## src/rtl/run_ctrl_pkg.sv

```systemverilog
// Shared types and constants for the run/halt/step execution controller.
package run_ctrl_pkg;

    // State encoding is visible on the state output, so the values are fixed.
    typedef enum logic [1:0] {
        HALT  = 2'd0,
        RUN   = 2'd1,
        STEP  = 2'd2,
        BREAK = 2'd3
    } run_state_t;

    // A step request with a count of zero still advances the core one cycle.
    localparam bit STEP_ZERO_AS_ONE = 1'b1;

endpackage

```

## src/rtl/run_ctrl_edge_detect.sv

```systemverilog
// Registered rising-edge detector: the request is captured once, then compared
// with its previous captured value, so a held level yields exactly one pulse.
module edge_detect (
    input  logic clk,
    input  logic reset,
    input  logic req,
    output logic pulse
);

    logic req_r;
    logic req_p;

    // Capture the request and its one-cycle-delayed copy.
    always_ff @(posedge clk or posedge reset) begin
        if (reset) begin
            req_r <= 1'b0;
            req_p <= 1'b0;
        end else begin
            req_r <= req;
            req_p <= req_r;
        end
    end

    // Pulse is high in the cycle after the request was first captured high.
    always_comb begin
        pulse = req_r & ~req_p;
    end

endmodule

```

## src/rtl/run_ctrl.sv

```systemverilog
// Execution controller: gates the core enable for free-run, halt, counted
// stepping and PC breakpoints, and counts cycles in which the core advanced.
module run_ctrl
    import run_ctrl_pkg::*;
#(
    parameter int unsigned INSTR_ADDR_WIDTH = 4,
    parameter int unsigned STEP_CNT_WIDTH   = 8,
    parameter int unsigned RETIRE_WIDTH     = 16
) (
    input  logic                        clk,
    input  logic                        reset,
    input  logic                        run_req,
    input  logic                        halt_req,
    input  logic                        step_req,
    input  logic [STEP_CNT_WIDTH-1:0]   step_count,
    input  logic                        bp_en,
    input  logic [INSTR_ADDR_WIDTH-1:0] bp_addr,
    input  logic [INSTR_ADDR_WIDTH-1:0] pc_count,
    output logic                        core_en,
    output logic [1:0]                  state,
    output logic                        bp_hit,
    output logic [RETIRE_WIDTH-1:0]     retired
);

    run_state_t                  state_q, state_d;
    logic [STEP_CNT_WIDTH-1:0]   remaining_q, remaining_d;
    logic [STEP_CNT_WIDTH-1:0]   step_load;
    logic [INSTR_ADDR_WIDTH-1:0] resume_pc_q;
    logic                        skip_q;
    logic                        bp_hit_q;
    logic [RETIRE_WIDTH-1:0]     retired_q;
    logic                        run_ev, halt_ev, step_ev;
    logic                        active;
    logic                        bp_match;
    logic                        leaving_stop;

    edge_detect u_run_edge (
        .clk   (clk),
        .reset (reset),
        .req   (run_req),
        .pulse (run_ev)
    );

    edge_detect u_halt_edge (
        .clk   (clk),
        .reset (reset),
        .req   (halt_req),
        .pulse (halt_ev)
    );

    edge_detect u_step_edge (
        .clk   (clk),
        .reset (reset),
        .req   (step_req),
        .pulse (step_ev)
    );

    // Breakpoint compare and core enable; the instruction at bp_addr is held
    // off on the matching cycle unless we have just resumed from that PC.
    always_comb begin
        active   = (state_q == RUN) || (state_q == STEP);
        bp_match = active & bp_en & (pc_count == bp_addr) & ~skip_q;
        core_en  = active & ~bp_match;
        step_load = (STEP_ZERO_AS_ONE && (step_count == '0)) ?
                    STEP_CNT_WIDTH'(1) : step_count;
    end

    // Next-state and step-counter update; halt beats step beats run.
    always_comb begin
        state_d     = state_q;
        remaining_d = remaining_q;
        unique case (state_q)
            HALT, BREAK: begin
                if (halt_ev) begin
                    state_d = state_q;
                end else if (step_ev) begin
                    state_d     = STEP;
                    remaining_d = step_load;
                end else if (run_ev) begin
                    state_d = RUN;
                end
            end
            RUN: begin
                if (halt_ev) begin
                    state_d = HALT;
                end else if (bp_match) begin
                    state_d = BREAK;
                end
            end
            STEP: begin
                if (halt_ev) begin
                    state_d     = HALT;
                    remaining_d = '0;
                end else if (bp_match) begin
                    state_d     = BREAK;
                    remaining_d = '0;
                end else if (core_en) begin
                    if (remaining_q == STEP_CNT_WIDTH'(1)) begin
                        state_d     = HALT;
                        remaining_d = '0;
                    end else begin
                        remaining_d = remaining_q - STEP_CNT_WIDTH'(1);
                    end
                end
            end
        endcase
        leaving_stop = ((state_q == HALT) || (state_q == BREAK)) && (state_d != state_q);
    end

    // State, step counter, breakpoint-skip tracking, hit pulse and retire count.
    always_ff @(posedge clk or posedge reset) begin
        if (reset) begin
            state_q     <= HALT;
            remaining_q <= '0;
            resume_pc_q <= '0;
            skip_q      <= 1'b0;
            bp_hit_q    <= 1'b0;
            retired_q   <= '0;
        end else begin
            state_q     <= state_d;
            remaining_q <= remaining_d;
            bp_hit_q    <= (state_d == BREAK) && (state_q != BREAK);
            if (core_en) begin
                retired_q <= retired_q + RETIRE_WIDTH'(1);
            end
            // Resuming arms the skip so the breakpoint PC can execute once,
            // even if the core stalls on it for several cycles.
            if (leaving_stop) begin
                resume_pc_q <= pc_count;
                skip_q      <= 1'b1;
            end else if (skip_q && (pc_count != resume_pc_q)) begin
                skip_q <= 1'b0;
            end
        end
    end

    always_comb begin
        state   = state_q;
        bp_hit  = bp_hit_q;
        retired = retired_q;
    end

endmodule

```

## config.mk

```make
export PLATFORM = sky130hd
export DESIGN_NAME = run_ctrl
export DESIGN_NICKNAME = d
export VERILOG_FILES = /design/src/rtl/run_ctrl_pkg.sv /design/src/rtl/run_ctrl_edge_detect.sv /design/src/rtl/run_ctrl.sv
export SDC_FILE = /design/constraint.sdc
export NUM_CORES = 1
export LEC_CHECK = 0
export ABC_AREA = 1
export CAP_MARGIN = 20
export CELL_PAD_IN_SITES_DETAIL_PLACEMENT = 0
export CELL_PAD_IN_SITES_GLOBAL_PLACEMENT = 1
export CORE_MARGIN = 2
export CORE_UTILIZATION = 40
export CTS_BUF_LIST = sky130_fd_sc_hd__clkbuf_8
export CTS_CLUSTER_SIZE = 30
export DETAILED_ROUTE_END_ITERATION = 12
export PLACE_DENSITY_LB_ADDON = 0.2
export SLEW_MARGIN = 0
export SYNTH_ARGS = -nofsm -noshare
export SYNTH_HDL_FRONTEND = slang
export SYNTH_HIERARCHICAL = 1
export SYNTH_SLANG_ARGS = --single-unit
export TNS_END_PERCENT = 100
```

## constraint.sdc

```tcl
create_clock -name clk -period 3.15 [get_ports clk]
set_input_delay 0.945 -clock clk [delete_from_list [all_inputs] [get_ports clk]]
set_output_delay 0.945 -clock clk [all_outputs]
set_load 0.02 [all_outputs]
```

==> reports/metrics.cfg, run 1 <==
[detailed_routing]
routedWlPerCell_um = 11.5
via_count = 1696
wirelength_um = 4240
drtPass1Iterations = 4
drc = 0
routed_via_density = 4.61
antenna_left = 0
drt-initial-drc-count = 46

[finish]
layout_common_cells = nand2_1, clkdlybuf4s50_1, dfrtp_1
antenna_cells = 0
regArea_um2 = 951
final_nets = 325
stdcell_count = 368
drive_gt1_share_pct = 15.1
area_growth_pct = 36.2
fillers = 473
multiInputGateArea_um2 = 982
final_common_cell = nand2_1

[pwr]
leakagePower_nw = 1.34
power_density_nw_per_um2 = 935
ir_worst_vdd_uv = 462

[synth]
synth_area_leaders = dfrtp_1, nand2_1, xnor2_1
synth_top_family_by_area = simple AND/OR/NAND/NOR gates
synth_top_cell_by_area = dfrtp_1
synthXorXnorAreaFrac_pct = 10.2
ys_ff_latch = 38
syn_nets = 264
synth_area_um2 = 2060
yosys_warnings = 6
yosysSeqAreaShare_pct = 46.2
syn-instance-count = 236
synth.area.mux_share_pct = 0
synth_fa_ha_area_share_pct = 3.65
synth_top_area_share_pct = 46.2
synth-simple-area-share_pct = 27.1
synth_compound_area_share_pct = 6.62
syn_area_per_cell_um2 = 8.73
synth_cell_type_count = 28

[global_routing]
grtUsageTotal_pct = 16.7
antenna_found_initial = 0
grt_use_met3_pct = 3.17
use_met2_pct = 28.3
grt-ovfl-total = 0
grt_max_degree = 21
grt.busiest_layer = met2
grt_pass1_wl_um = 7270
first_global_vias = 1661
met1_usage_pct = 21.7

[clock_network]
cts_buffers = 5
htreeDepth = 2
clk_pin_slew_ns = 0.08
clk_latency_ns = 0.29
root_buffer = clkbuf_8
cts_setup_buffers = 0
cts_tree = built
ctsResizeCount = 5
clockBufferDepth = 2
cts_sinks = 38
ctsHoldBuffers = 0

[floorplan]
core_area_um2 = 5040
die_x_um = 75.8
die_area_um2 = 5740
die_h_um = 75.8
initial_utilization_pct = 40.8
num_io_pins = 42
placementRows = 26

[worst_setup_path]
crit_path_start_kind = input pin
worst_ep_required_time_ns = 2.20
path_class = in -> out
rrSetupSlack_ns = 0.86
cp-end-kind = primary output
critPathMaxFanout = 3
worstPathArrival_ns = 2.12

[timing]
finalSetupViolations = 0
slew_viol_final = 0
tightest_slew_ns = 0.589
relSlewSlack_pct = 60.7
rsz0062_at_grt = no
timing.fmax_mhz = 327
fin_skew_ns = 0.00636
hold_slack_ns = 0.389
final_hold_viol_count = 0
post-route-min-period_ns = 3.06
min_period_over_period_pct = 97.2

[min_path]
hp-class = reg -> reg

[place]
routabilityCongestion = 0.763
numPortBuffers = 41
place_inst = 360
dp.final_hpwl_um = 3230

[flow_run]
cap_violations = 0

[outcome]
status = finished clean

## area by class of cell
type | count | share of cell area (%)
multi-input combinational | 164 | 35.0
inverter | 33 | 4.42
clock buffer | 5 | 2.45
timing repair buffer | 55 | 18.6
clock inverter | 3 | 2.45
sequential | 38 | 33.9
tap | 70 | 3.12
## path summary, 6_finish.rpt
path                                                  start                          end  cells past startpoint
worst min-delay path            u_halt_edge/req_r$_DFF_PP0_  u_halt_edge/req_p$_DFF_PP0_                      0
min in group asynchronous                             reset  u_halt_edge/req_p$_DFF_PP0_                      2
worst max register to register           state[0]$_DFF_PP0_   remaining_q[6]$_DFFE_PP0P_                     14
worst min register to register  u_halt_edge/req_r$_DFF_PP0_  u_halt_edge/req_p$_DFF_PP0_                      0
worst max-delay path                            pc_count[1]                      core_en                      9
max in group asynchronous                             reset      retired[14]$_DFFE_PP0N_                      3
## report_power, final
group	switching (mW)	leakage (nW)	internal (mW)
Combinational	0.777	0.800	0.569
Clock	0.186	0.0683	0.317
Sequential	0.131	0.474	0.642
## through the flow
step                instance area [µm²]  TNS, ns  util [%]  power (mW)  setup WS, ns
CTS                                2810        0      55.6        2.66        0.0521
detailed placement                 2670   -0.374      53.0        2.16        -0.374
global placement                   2670   -0.378      53.0        2.13        -0.378
floorplan                          2060        0         -        1.66         0.470
global route                       2810        0      55.6        2.87       0.00102
finish                             2810        0      55.6        2.62        0.0876
## registers in the layout, summed over array words and instances, names as in the netlist, 2 cells and up
register     flops
state            2
resume_pc_q      4
remaining_q      8
retired         16
## cells in the mapped netlist
master / instances
a21oi_1: 13
a22oi_1: 1
buf_2: 1
dfrtp_1: 38
ha_1: 6
inv_1: 32
inv_2: 1
nand2_1: 47
nand2_2: 5
nand2_4: 2
nand3_1: 14
nand3_2: 3
nand3_4: 2
nand3b_1: 1
nand4_1: 2
nor2_1: 17
nor2_2: 5
nor2_4: 1
nor3_1: 3
nor3_2: 1
nor3_4: 1
nor4_1: 3
o21ai_0: 9
o21ai_1: 2
o22a_1: 1
or3_1: 1
xnor2_1: 14
xor2_1: 10
## cells by family after synthesis
group / after synthesis
compound gates: 26
xor+xnor: 24
fa+ha+maj: 6
buf+inv: 34
flops: 38
simple gates: 108
## routing by layer
metal / share of wire (%) / vias up
met1: 48 / 781
met5: 0 / -
met3: 4.3 / 6
met2: 46 / 39
li1: - / 870
met4: 1.1 / 0
## worst max-delay path, cell delays in order
cell,delay [ns]
clkdlybuf4s50_1,0.49
inv_1,0.05
nand2_1,0.05
nand2_1,0.06
nor2_2,0.15
nand3_4,0.09
nand2_4,0.08
inv_1,0.05
buf_2,0.15
Power figures use the tool's default switching activity.
==> run 2, diff against run 1 <==
--- a/config.mk
+++ b/config.mk
@@ -14,7 +14,8 @@
 export CTS_BUF_LIST = sky130_fd_sc_hd__clkbuf_8
 export CTS_CLUSTER_SIZE = 30
 export DETAILED_ROUTE_END_ITERATION = 12
-export PLACE_DENSITY_LB_ADDON = 0.2
+export GPL_TIMING_DRIVEN = 0
+export PLACE_DENSITY = 0.81
 export SLEW_MARGIN = 0
 export SYNTH_ARGS = -nofsm -noshare
 export SYNTH_HDL_FRONTEND = slang
==> run 2 against run 1 <==
Net effect: sequential cell count stayed put; via count is 3.7% lower; maximum frequency is 0.89% lower; routed wire length is 2.7% lower; critical path type unchanged; highest routed layer unchanged.
==> reports/metrics.cfg, run 2 (synthesis gave the netlist of run 1 again) <==
[outcome]
status = finished clean

[finish]
antenna_cells = 0  ; unchanged
stdcell_count = 358  ; -2.7%
area_growth_pct = 32.0
drive_gt1_share_pct = 12.8  ; -2.3 points
final_nets = 315  ; -3.1%
largest_reg_flops = 16  ; unchanged
final_common_cell = nand2_1
layout_common_cells = nand2_1, dfrtp_1, clkdlybuf4s50_1

[timing]
slew_viol_final = 0  ; unchanged
fin_skew_ns = 0.00351  ; -0.00284 ns
final_hold_viol_count = 0  ; unchanged
post-route-min-period_ns = 3.09  ; +0.0275 ns
finalSetupViolations = 0  ; unchanged
timing.fmax_mhz = 324  ; -0.89%
relSlewSlack_pct = 56.8  ; -3.9 points
rsz0062_at_grt = no
min_period_over_period_pct = 98.1  ; +0.87 points
hold_slack_ns = 0.379  ; -0.0105 ns
tightest_slew_ns = 0.647  ; +0.0583 ns

[global_routing]
antenna_found_initial = 0  ; unchanged
grt_max_degree = 20  ; -4.8%
grtUsageTotal_pct = 15.5  ; -1.2 points
grt-ovfl-total = 0  ; unchanged
first_global_vias = 1530  ; -7.9%
grt_pass1_wl_um = 6690  ; -7.9%

[worst_setup_path]
worstPathArrival_ns = 2.14  ; +0.02 ns
crit_top_cell = inv_1
cp-end-kind = primary output
cpMaxStageDelayCell = clkdlybuf4s50_1
crit_path_start_kind = input pin
max_stage_delay_ns = 0.48  ; about the same
worst_ep_required_time_ns = 2.20  ; about the same
rrSetupSlack_ns = 0.64  ; -0.22 ns
regToRegEndpoint = remaining_q[0]$_DFFE_PP0P_
reg2reg_depth = 14  ; unchanged
path_class = in -> out
critical_path.cell_chain = clkdlybuf4s50_1, inv_1, nand2_1, nand2_2, nor2_4, nand3_4, nand2_8, inv_1, buf_4
crit_path_start = bp_addr[0]
r2r_start = state[0]$_DFF_PP0_
critPathMaxFanout = 3  ; unchanged
crit_end = core_en

[floorplan]
die_area_um2 = 5740  ; unchanged
die_x_um = 75.8  ; unchanged
num_io_pins = 42  ; unchanged
core_area_um2 = 5040  ; unchanged
die_h_um = 75.8  ; unchanged
initial_utilization_pct = 40.8  ; unchanged
placementRows = 26  ; unchanged

[detailed_routing]
drtPass1Iterations = 4  ; unchanged
antenna_left = 0  ; unchanged
wl_met3_um = 230  ; +27%
met1Wirelength_um = 2040  ; about the same
routed.top_layer = met4
wl_met2_um = 1830  ; -7.2%
via_count = 1634  ; -3.7%
routed_via_density = 4.56  ; -0.96%
drc = 0  ; unchanged
drt-initial-drc-count = 51  ; +11%
wirelength_um = 4130  ; -2.7%
routedWlPerCell_um = 11.5  ; about the same

[place]
routabilityCongestion = 0.750  ; -1.8%
place_inst = 348  ; -3.3%
numPortBuffers = 41  ; unchanged
dp.final_hpwl_um = 3120  ; -3.5%

[pwr]
leakagePower_nw = 1.30  ; -3.0%
power_density_nw_per_um2 = 884  ; -5.5%
total_power_mw = 2.40  ; -8.4%
ir_worst_vdd_uv = 592  ; +28%

[clock_network]
clk_latency_ns = 0.28  ; about the same
clockBufferDepth = 2  ; unchanged
root_buffer = clkbuf_8
cts_tree = built
cts_sinks = 38  ; unchanged
clk_pin_slew_ns = 0.07  ; about the same
cts_buffers = 5  ; unchanged
htreeDepth = 2  ; unchanged

[flow_run]
cap_violations = 0  ; unchanged

[min_path]
hp-class = reg -> reg
whs_path_depth = 0  ; unchanged

run 2: changes by cell type in the layout (fill, tap and decap cells not counted), sizes merged:
cell           before  now
dlygate4sd2         0    3
clkdlybuf4s50      40   36
dlymetal6s2s        0    1
bufinv              2    0
buf                15    5
clkbuf              5    6
inv                33   34
run 2: what timing repair did:
item	CTS	global route
resized for setup	10	6
setup buffers	2	0
hold buffers	0	0
pin swaps	3	4
setup endpoints to repair	1	1
run 2: layer usage:
| layer | GRT usage, % | vias to the layer above |
|---|---|---|
| met5 | 0 | - |
| met4 | 4.68 | 0 |
| met3 | 4.10 | 2 |
| met2 | 24.5 | 35 |
| met1 | 20.7 | 748 |
| li1 | - | 849 |
run 2: critical path, delay by kind of cell:
kind	cells	cell delay, ns
buffers and inverters	4	0.75
AND/OR/NAND/NOR	5	0.46
run 2: worst min path at each step:
stage                                     start  slack, ns                           to
global route        u_step_edge/req_r$_DFF_PP0_       0.39  u_step_edge/req_p$_DFF_PP0_
floorplan           u_halt_edge/req_r$_DFF_PP0_       0.35  u_halt_edge/req_p$_DFF_PP0_
finish              u_halt_edge/req_r$_DFF_PP0_       0.38  u_halt_edge/req_p$_DFF_PP0_
CTS                 u_step_edge/req_r$_DFF_PP0_       0.38  u_step_edge/req_p$_DFF_PP0_
global placement     u_run_edge/req_r$_DFF_PP0_       0.36   u_run_edge/req_p$_DFF_PP0_
detailed placement  u_step_edge/req_r$_DFF_PP0_       0.37  u_step_edge/req_p$_DFF_PP0_
run 2: power breakdown:
part           switching (mW)  internal, mW  total, mW
Combinational           0.759         0.518       1.28
Clock                   0.162         0.173      0.335
Sequential              0.148         0.643      0.790
run 2: metrics by stage:
step           utilization (%)  TNS [ns]  setup WS [ns]  area, µm²
3_3_place_gp              50.7    -0.547         -0.547       2560
3_5_place_dp              51.3    -0.607         -0.607       2580
5_1_grt                   53.9         0        0.00875       2720
6_report                  53.9         0         0.0601       2720
2_1_floorplan                -         0          0.470       2060
4_1_cts                   53.6         0         0.0185       2700
run 2: area by class of cell:
| class | count | area, µm² |
|---|---|---|
| Sequential cell | 38 | 951 |
| Timing Repair Buffer | 44 | 449 |
| Clock buffer | 6 | 82.6 |
| Clock inverter | 2 | 8.76 |
| Tap cell | 70 | 87.6 |
| Fill cell | 491 | 2320 |
| Buffer | 1 | 5.00 |
| Multi-Input combinational cell | 164 | 1010 |
| Inverter | 33 | 126 |
